==> config.mk <==
export PLATFORM = sky130hd
export DESIGN_NAME = timer_unit
export DESIGN_NICKNAME = d
export VERILOG_FILES = /design/src/rtl/timer_unit.sv
export SDC_FILE = /design/constraint.sdc
export NUM_CORES = 1
export LEC_CHECK = 0
export ABC_AREA = 1
export ABC_CLOCK_PERIOD_IN_PS = 6980
export CAP_MARGIN = 40
export CORE_ASPECT_RATIO = 0.6
export CORE_UTILIZATION = 30
export DETAILED_ROUTE_END_ITERATION = 10
export PLACE_DENSITY_LB_ADDON = 0.15
export SKIP_LAST_GASP = 1
export SLEW_MARGIN = 15
export SYNTH_ARGS = -nofsm -noshare
export SYNTH_HDL_FRONTEND = slang
export SYNTH_SLANG_ARGS = --single-unit
==> constraint.sdc <==
create_clock -name clock -period 6.98 [get_ports clock]
set_input_delay 0.698 -clock clock [delete_from_list [all_inputs] [get_ports clock]]
set_output_delay 0.698 -clock clock [all_outputs]
set_load 0.05 [all_outputs]
==> src/rtl/timer_unit.sv <==
// Memory-mapped cycle timer: free-running 32-bit counter, a programmable compare
// value and a sticky interrupt level that software clears with an acknowledge store.
module timer_unit #(
    parameter logic [31:0] CYCLE_ADDR = 32'hFFFF001C,
    parameter logic [31:0] CMP_ADDR   = 32'hFFFF0020,
    parameter logic [31:0] ACK_ADDR   = 32'hFFFF006C
) (
    input  logic        clock,
    input  logic        reset,
    input  logic [31:0] data,
    input  logic [31:0] address,
    input  logic        MemRead,
    input  logic        MemWrite,
    output logic [31:0] cycle,
    output logic        TimerAddress,
    output logic        TimerInterrupt
);

    logic [31:0] r_cycle_count;
    logic [31:0] r_interrupt_cycle;
    logic        r_int_line;

    logic        w_hit_cycle;
    logic        w_hit_cmp;
    logic        w_hit_ack;
    logic        w_cmp_wr;
    logic        w_ack_wr;
    logic        w_match;
    logic [31:0] w_rdata;

    assign w_hit_cycle = (address == CYCLE_ADDR);
    assign w_hit_cmp   = (address == CMP_ADDR);
    assign w_hit_ack   = (address == ACK_ADDR);
    assign w_cmp_wr    = MemWrite && w_hit_cycle;
    assign w_ack_wr    = MemWrite && w_hit_ack;
    assign w_match     = (r_cycle_count == r_interrupt_cycle);

    always_ff @(posedge clock or posedge reset) begin
        if (reset) begin
            r_cycle_count     <= '0;
            r_interrupt_cycle <= '1;
            r_int_line        <= 1'b0;
        end else begin
            r_cycle_count <= r_cycle_count + 32'd1;
            if (w_cmp_wr)
                r_interrupt_cycle <= data;
            // Acknowledge takes priority over a match in the same cycle.
            if (w_ack_wr)
                r_int_line <= 1'b0;
            else if (w_match)
                r_int_line <= 1'b1;
        end
    end

    always_comb begin
        w_rdata = '0;
        if (!reset && MemRead) begin
            if (w_hit_cycle)
                w_rdata = r_cycle_count;
            else if (w_hit_cmp)
                w_rdata = r_interrupt_cycle;
        end
    end

    assign cycle          = w_rdata;
    assign TimerAddress   = w_hit_cycle || w_hit_cmp || w_hit_ack;
    assign TimerInterrupt = r_int_line;

endmodule

==> impl_summary.log, run 1 <==
INFO  metric async_flop_share = between 90% and 100%
INFO  metric finalInstanceArea = ~5400 sq um
INFO  metric insertedDiodeCount = 0
INFO  metric die_y = roughly 91 microns
INFO  metric netlist_top_cells_area = sky130_fd_sc_hd__dfstp_2 (21%), sky130_fd_sc_hd__dfrtp_1 (21%), sky130_fd_sc_hd__nand2_1 (17%)
INFO  metric post-route-min-period = slightly below 4 ns
INFO  metric tritoncts = yes
INFO  metric timing_worst_slew_pin_value = ~0.67 ns
INFO  metric dp.cells = 764
INFO  metric h-tree-depth = 3
INFO  metric worst_hold_slack = ~0.48 ns
INFO  metric share_of_yosys_cell_area_claimed_by_the_top_area_cell_type = 21.4%
INFO  metric cp-startpoint = address[5]
INFO  metric multi_input_area = around 2000 sq um
INFO  metric synth_seq_cells = 65
INFO  metric clock_tree.root_cell = sky130_fd_sc_hd__clkbuf_16
INFO  metric worst-r2r-cell-count = 8
INFO  metric cts.clk_slew.worst_paths = around 0.05 ns
INFO  metric design_power_total = around 0.94 mW
INFO  metric run_status = complete, no violations
INFO  metric clock_skew = 0.00787 ns
INFO  metric place_worst_setup_slack = 3.02 ns
INFO  metric drc_errors = 0
INFO  metric grt_overflow = 0
INFO  metric antenna_found_initial = 0
INFO  metric fmax = approximately 250 MHz
INFO  metric setup_repair_after_global_routing_missed_its_margin = false
INFO  metric p_leak = 2.24 nW
INFO  metric worst_slew_margin_rel = 55.2%
INFO  metric placedInstanceArea = around 5000 sq um
INFO  metric cts.repair_timing.setup_buffer_count = 0
INFO  metric fin_nets = 679
INFO  metric post_cts_resize_count = 0
INFO  metric irDropWorstVdd = around 0.000095 V
INFO  metric final-seq-area = between 1500 and 2000 sq um
INFO  metric post_synth_num_cell_types = 29
INFO  metric number_of_enable_type_register_cells_in_the_synthesized_netlist = 0
INFO  metric numClockSinks = 65
INFO  metric grt_pass1_vias = about 3600
INFO  metric ctsHoldBuffers = 0
INFO  metric cp_data_arrival_time = ~3.3 ns
INFO  metric synth-seq-area-share = 42.5%
INFO  metric syn-cell-area = 3920 sq um
INFO  metric worst_setup_path_end_kind = output pin
INFO  metric setup.reg_to_reg.worst_slack = ~5.1 ns
INFO  metric num_rows = 31
INFO  metric core_util_final = a little over two fifths
INFO  metric insertion_delay = about 0.33 ns
INFO  metric drtPass1Iterations = 5
INFO  metric detailedPlacementHpwl = between 8 and 9 mm
INFO  metric hold_class = flop to flop
INFO  metric timing.final.hold_violations = 0
INFO  metric ant_nets = 0
INFO  metric gr-usage-all-layers = between 10% and 20%
INFO  metric fillers = between 1000 and 1500
INFO  metric num_io_pins = between 100 and 150
INFO  metric route.detailed.vias_per_inst = approximately 4.7
INFO  metric gp_routability_congestion = approximately 0.82
INFO  metric critical_path.reg2reg.endpoint = r_cycle_count[28]
INFO  metric grt_pass1_wl = 19.5 mm
INFO  metric placement.io_buffers = between 100 and 150
INFO  metric core = roughly 12000 sq um
INFO  metric max-clock-path-buffers = 2
INFO  metric tritoncts.num_buffers = 9
INFO  metric drive_above_1_share = roughly 11%
INFO  metric netlist.top_cell.by_area = sky130_fd_sc_hd__dfstp_2
INFO  metric grt_start_max_net_pins = 49
INFO  metric dieWidth = between 100 and 150 microns
INFO  metric timing.setup.critical_path_class = input pin to output pin
INFO  metric synth_fp_nets = 588
INFO  metric regToRegStartpoint = r_cycle_count[0]
INFO  metric synth_ff_type = sky130_fd_sc_hd__dfrtp_1
INFO  metric area_growth_syn_to_layout = 36.8%
INFO  metric destination_of_the_critical_timing_path = cycle[31]
INFO  metric startpoint_type = input pin
INFO  metric stdcell_count = 780
INFO  metric cellPowerDensity = 175 nW/um^2
INFO  metric final.period_utilization = 56.6%
INFO  metric ys_warn_count = 0
INFO  metric floorplan.die_area = approximately 14000 sq um
INFO  metric setup_viol = 0
INFO  metric routed-via-count = 3633
INFO  metric totalNegativeSetupSlack = 0 ns
INFO  metric routed_wirelength = 11.9 mm
INFO  metric drt_first_iter_violations = between 150 and 200
INFO  metric netlist_top_cells_count = sky130_fd_sc_hd__nand2_1 (181), sky130_fd_sc_hd__nand3_1 (51), sky130_fd_sc_hd__nor2_1 (35), sky130_fd_sc_hd__a21oi_1 (34), sky130_fd_sc_hd__xnor2_1 (34)
INFO  metric max_cap_violations = 0
INFO  metric syn-mean-instance-area = ~7.6 sq um
INFO  metric drv_slew = 0
INFO  metric critical_path_required = roughly 6.3 ns
INFO  metric yosysMostFrequentCell = sky130_fd_sc_hd__nand2_1
INFO  metric average_wire_length_per_cell_after_detail_routing = roughly 15 microns
INFO  metric worst-path-max-fanout = 33
INFO  metric cells_after_synth = between 500 and 600
INFO  metric initial_core_util = 31.7%
INFO  metric final_critical_path_setup_slack = 3.03 ns
## cell families after synthesis
group | synth area share (%)
xor gates and xnor gates | 12.5
buffers and inverters | 6.54
DFF | 42.5
adders and majority gates | 0.319
and+or+nand+nor | 33.0
AOI/OAI and AO/OA | 5.11
## worst max-delay path, cell delays in order
cell	delay, ns
sky130_fd_sc_hd__clkdlybuf4s50_1	0.46
sky130_fd_sc_hd__inv_1	0.05
sky130_fd_sc_hd__nor2_1	0.11
sky130_fd_sc_hd__nand3_1	0.09
sky130_fd_sc_hd__nor2_1	0.12
sky130_fd_sc_hd__nand2_1	0.11
sky130_fd_sc_hd__nor2_2	0.08
sky130_fd_sc_hd__buf_4	0.35
sky130_fd_sc_hd__nand2_1	0.09
sky130_fd_sc_hd__a21oi_1	0.23
sky130_fd_sc_hd__clkdlybuf4s50_1	0.85
## worst min-delay path by stage
stage,start,endpoint,slack [ns],cells past startpoint
after floorplan,r_interrupt_cycle[18],r_interrupt_cycle[18],0.46,2
after global placement,r_interrupt_cycle[23],r_interrupt_cycle[23],0.48,2
after detailed placement,r_interrupt_cycle[21],r_interrupt_cycle[21],0.47,2
after CTS,r_interrupt_cycle[21],r_interrupt_cycle[21],0.48,2
after global routing,r_interrupt_cycle[12],r_interrupt_cycle[12],0.50,2
final,r_interrupt_cycle[22],r_interrupt_cycle[22],0.48,2
## power by group
| part | switching (mW) | internal [mW] | leakage, nW | total (mW) |
|---|---|---|---|---|
| Sequential | 0.00000000228 | 0.378 | 0.773 | 0.378 |
| Clock | 0.165 | 0.342 | 0.163 | 0.507 |
| Combinational | 0.0195 | 0.0345 | 1.30 | 0.0540 |
| Total | 0.184 | 0.755 | 2.24 | 0.939 |
## routing by layer
| layer | vias up | wire length, microns | GRT usage [%] |
|---|---|---|---|
| li1 | 1834 | - | - |
| met1 | 1698 | 6420 | 29.5 |
| met2 | 91 | 4690 | 26.0 |
| met3 | 10 | 676 | 4.09 |
| met4 | 0 | 85 | 3.83 |
| met5 | - | 0 | 0 |
## cell type report
class	count	share of cell area, %
clock inverter	2	1.12
timing repair buffer	104	19.3
clock buffer	14	5.11
inverter	33	2.33
multi-input combinational	397	37.2
sequential	65	31.1
tap	165	3.85
## sequential cells by signal, indices dropped and copies added (netlist names)
name / flops
TimerInterrupt: 1
r_interrupt_cycle: 32
r_cycle_count: 32
## placed cells by master, fill, tap and decap left out, drive strengths merged, types with 6 or more instances in the layout
| master | netlist | layout |
|---|---|---|
| a21oi | 34 | 34 |
| clkbuf | 6 | 14 |
| clkdlybuf4s50 | 0 | 101 |
| dfrtp | 33 | 33 |
| dfstp | 32 | 32 |
| inv | 32 | 32 |
| nand2 | 184 | 184 |
| nand3 | 52 | 52 |
| nand4 | 12 | 12 |
| nor2 | 40 | 40 |
| nor3 | 10 | 10 |
| o21ai | 6 | 6 |
| xnor2 | 34 | 34 |
| xor2 | 22 | 22 |
(Power assumes the default switching activity.)
==> run 2: changes to the inputs <==
--- a/config.mk
+++ b/config.mk
@@ -6,7 +6,7 @@
 export NUM_CORES = 1
 export LEC_CHECK = 0
 export ABC_AREA = 1
-export ABC_CLOCK_PERIOD_IN_PS = 6980
+export ABC_CLOCK_PERIOD_IN_PS = 3700
 export CAP_MARGIN = 40
 export CORE_ASPECT_RATIO = 0.6
 export CORE_UTILIZATION = 30
==> constraint.sdc (replaced) <==
create_clock -name clock -period 3.7 [get_ports clock]
set_input_delay 0.37 -clock clock [delete_from_list [all_inputs] [get_ports clock]]
set_output_delay 0.37 -clock clock [all_outputs]
set_load 0.05 [all_outputs]
==> impl_summary.log, run 2 (synthesis gave the netlist of run 1 again) <==
INFO  metric max-clock-path-buffers = 2 (unchanged)
INFO  metric clock_tree.root_cell = sky130_fd_sc_hd__clkbuf_16
INFO  metric die_y = 90.5 microns (unchanged)
INFO  metric area_growth_syn_to_layout = 44.3%
INFO  metric max_cap_violations = 0 (unchanged)
INFO  metric totalNegativeSetupSlack = 0 ns (unchanged)
INFO  metric route.detailed.vias_per_inst = 4.67 (+0.35%)
INFO  metric final.period_utilization = about three quarters
INFO  metric fmax = 368 MHz
INFO  metric dieWidth = 150 microns (unchanged)
INFO  metric hold_class = input pin to asynchronous set/reset pin
INFO  metric net_switching_fraction_of_the_power = 21.1% (+1.5 points)
INFO  metric setup_viol = 0 (unchanged)
INFO  metric tritoncts = yes
INFO  metric floorplan.die_area = 13500 sq um (unchanged)
INFO  metric run_status = complete, no violations
INFO  metric insertedDiodeCount = 0 (unchanged)
INFO  metric gr-usage-all-layers = 19.4% (+0.48 points)
INFO  metric post-route-min-period = 2.72 ns
INFO  metric internal_power = 1.27 mW (+68%)
INFO  metric timing.final.hold_violations = 0 (unchanged)
INFO  metric cellPowerDensity = 284 nW/um^2 (+62%)
INFO  metric core = 12400 sq um (unchanged)
INFO  metric routed_wirelength = 12.0 mm (+0.62%)
INFO  metric gp_routability_congestion = 0.818 (about the same)
INFO  metric regToRegStartpoint = r_cycle_count[0]
INFO  metric dp.cells = 765 (+0.13%)
INFO  metric fin_nets = 681 (+0.29%)
INFO  metric drtPass1Iterations = 5 (unchanged)
INFO  metric worst_slew_margin_rel = 53.7% (-1.5 points)
INFO  metric setup.reg_to_reg.worst_slack = 1.85 ns (-3.24 ns)
INFO  metric grt_overflow = 0 (unchanged)
INFO  metric drc_errors = 0 (unchanged)
INFO  metric grt_start_max_net_pins = 66 (+35%)
INFO  metric place_worst_setup_slack = 0.949 ns (-2.08 ns)
INFO  metric fillers = 1223 (-3.7%)
INFO  metric final_critical_path_setup_slack = 0.981 ns (-2.05 ns)
INFO  metric timing.setup.critical_path_class = input pin to output pin
INFO  metric cts.repair_timing.setup_buffer_count = 0 (unchanged)
INFO  metric timing_worst_slew_pin_value = 0.694 ns (+0.0209 ns)
INFO  metric design_power_total = 1.61 mW (+71%)
INFO  metric drive_above_1_share = 16.4% (+5.6 points)
INFO  metric h-tree-depth = 3 (unchanged)
INFO  metric average_wire_length_per_cell_after_detail_routing = 15.3 microns (+0.37%)
INFO  metric power.switching = 0.339 mW (+84%)
INFO  metric drv_slew = 0 (unchanged)
INFO  metric post_cts_resize_count = 0 (unchanged)
INFO  metric stdcell_count = 782 (+0.26%)
INFO  metric ant_nets = 0 (unchanged)
INFO  metric clock_skew = 0.00449 ns (-0.00338 ns)
INFO  metric initial_core_util = 31.7% (unchanged)
INFO  metric insertion_delay = 0.33 ns (about the same)
INFO  metric placement.io_buffers = 101 (unchanged)
INFO  metric layout_commonest_cell = sky130_fd_sc_hd__nand2_1
INFO  metric worst-path-max-fanout = 35 (+6.1%)
INFO  metric routed-via-count = 3655 (+0.61%)
INFO  metric detailedPlacementHpwl = 8.85 mm (+2.2%)
INFO  metric num_rows = 31 (unchanged)
INFO  metric cts.clk_slew.worst_paths = 0.05 ns (about the same)
INFO  metric clock_power_share = 49.1% (-4.9 points)
INFO  metric worst-r2r-cell-count = 7 (-1)
INFO  metric comb_power_share = 6.6% (+0.9 points)
INFO  metric setup_repair_after_global_routing_missed_its_margin = false
INFO  metric layout.cells.most_common_list = sky130_fd_sc_hd__nand2_1 (181), sky130_fd_sc_hd__clkdlybuf4s50_1 (68), sky130_fd_sc_hd__nand3_1 (51), sky130_fd_sc_hd__nor2_1 (35)
INFO  metric antenna_found_initial = 0 (unchanged)
INFO  metric num_io_pins = 102 (unchanged)
INFO  metric p_leak = 2.39 nW (+6.6%)
INFO  metric tritoncts.num_buffers = 9 (unchanged)
INFO  metric startpoint_type = input pin
INFO  metric p_seq_share = 44.4% (+4.1 points)
INFO  metric grt_pass1_wl = 19.9 mm (+2.3%)
INFO  metric cp_data_arrival_time = 2.35 ns (-0.90 ns)
INFO  metric drt_first_iter_violations = 225 (+13%)
INFO  metric irDropWorstVdd = 0.000260 V (+170%)
INFO  metric critical_path.reg2reg.endpoint = r_cycle_count[26]
INFO  metric grt_pass1_vias = 3768 (+3.4%)
INFO  metric worst_setup_path_end_kind = output pin
INFO  metric critical_path_required = 3.33 ns (-2.95 ns)
INFO  metric numClockSinks = 65 (unchanged)
INFO  metric ctsHoldBuffers = 0 (unchanged)
-- run 2: layout make-up --
class / count / area [sq um] / share of cell area [%]
repair buffers: 106 / 1390 / 24.5
multi-input cells: 397 / 2000 / 35.3
clock inverters: 3 / 15.0 / 0.265
inverters: 33 / 125 / 2.21
clock buffers: 13 / 260 / 4.60
well taps: 165 / 206 / 3.65
flip-flops and latches: 65 / 1670 / 29.5
-- run 2: metal layers --
layer,wire length (microns),up-vias,GRT usage [%]
met5,0,-,0
met3,813,14,5.15
met2,4650,96,26.2
met4,140,0,4.00
met1,6350,1710,30.0
li1,-,1835,-
-- run 2: power groups by stage --
stage                     sequential [mW]  clock [mW]  combinational (mW)
final                               0.713       0.788               0.105
after global routing                0.713       0.848               0.114
after CTS                           0.713       0.813               0.103
after detailed placement            0.724           0               0.103
after global placement              0.724           0               0.100
after floorplan                     0.724           0              0.0197
-- run 2: how the worst max path moves through the flow --
stage / start / to
floorplan: reset / cycle[10]
global placement: address[19] / r_interrupt_cycle[9]
detailed placement: address[27] / TimerAddress
CTS: address[27] / TimerAddress
global route: address[19] / TimerAddress
finish: address[27] / TimerAddress
-- run 2: worst max-delay path, cell delays in order --
cell                              delay, ns
sky130_fd_sc_hd__clkdlybuf4s50_1       0.47
sky130_fd_sc_hd__nand4_1               0.11
sky130_fd_sc_hd__nor2_1                0.10
sky130_fd_sc_hd__nand2_1               0.12
sky130_fd_sc_hd__inv_2                 0.53
sky130_fd_sc_hd__nand3_1               0.24
sky130_fd_sc_hd__nand2_1               0.18
sky130_fd_sc_hd__buf_4                 0.22
-- run 2: metrics by stage --
stage,hold slack [ns],cell area [sq um],utilization (%)
3_5_place_dp,0.475,5350,43.3
6_report,0.429,5660,45.7
3_3_place_gp,0.476,5350,43.3
4_1_cts,0.485,5630,45.5
5_1_grt,0.437,5660,45.7
2_1_floorplan,0.460,3920,-
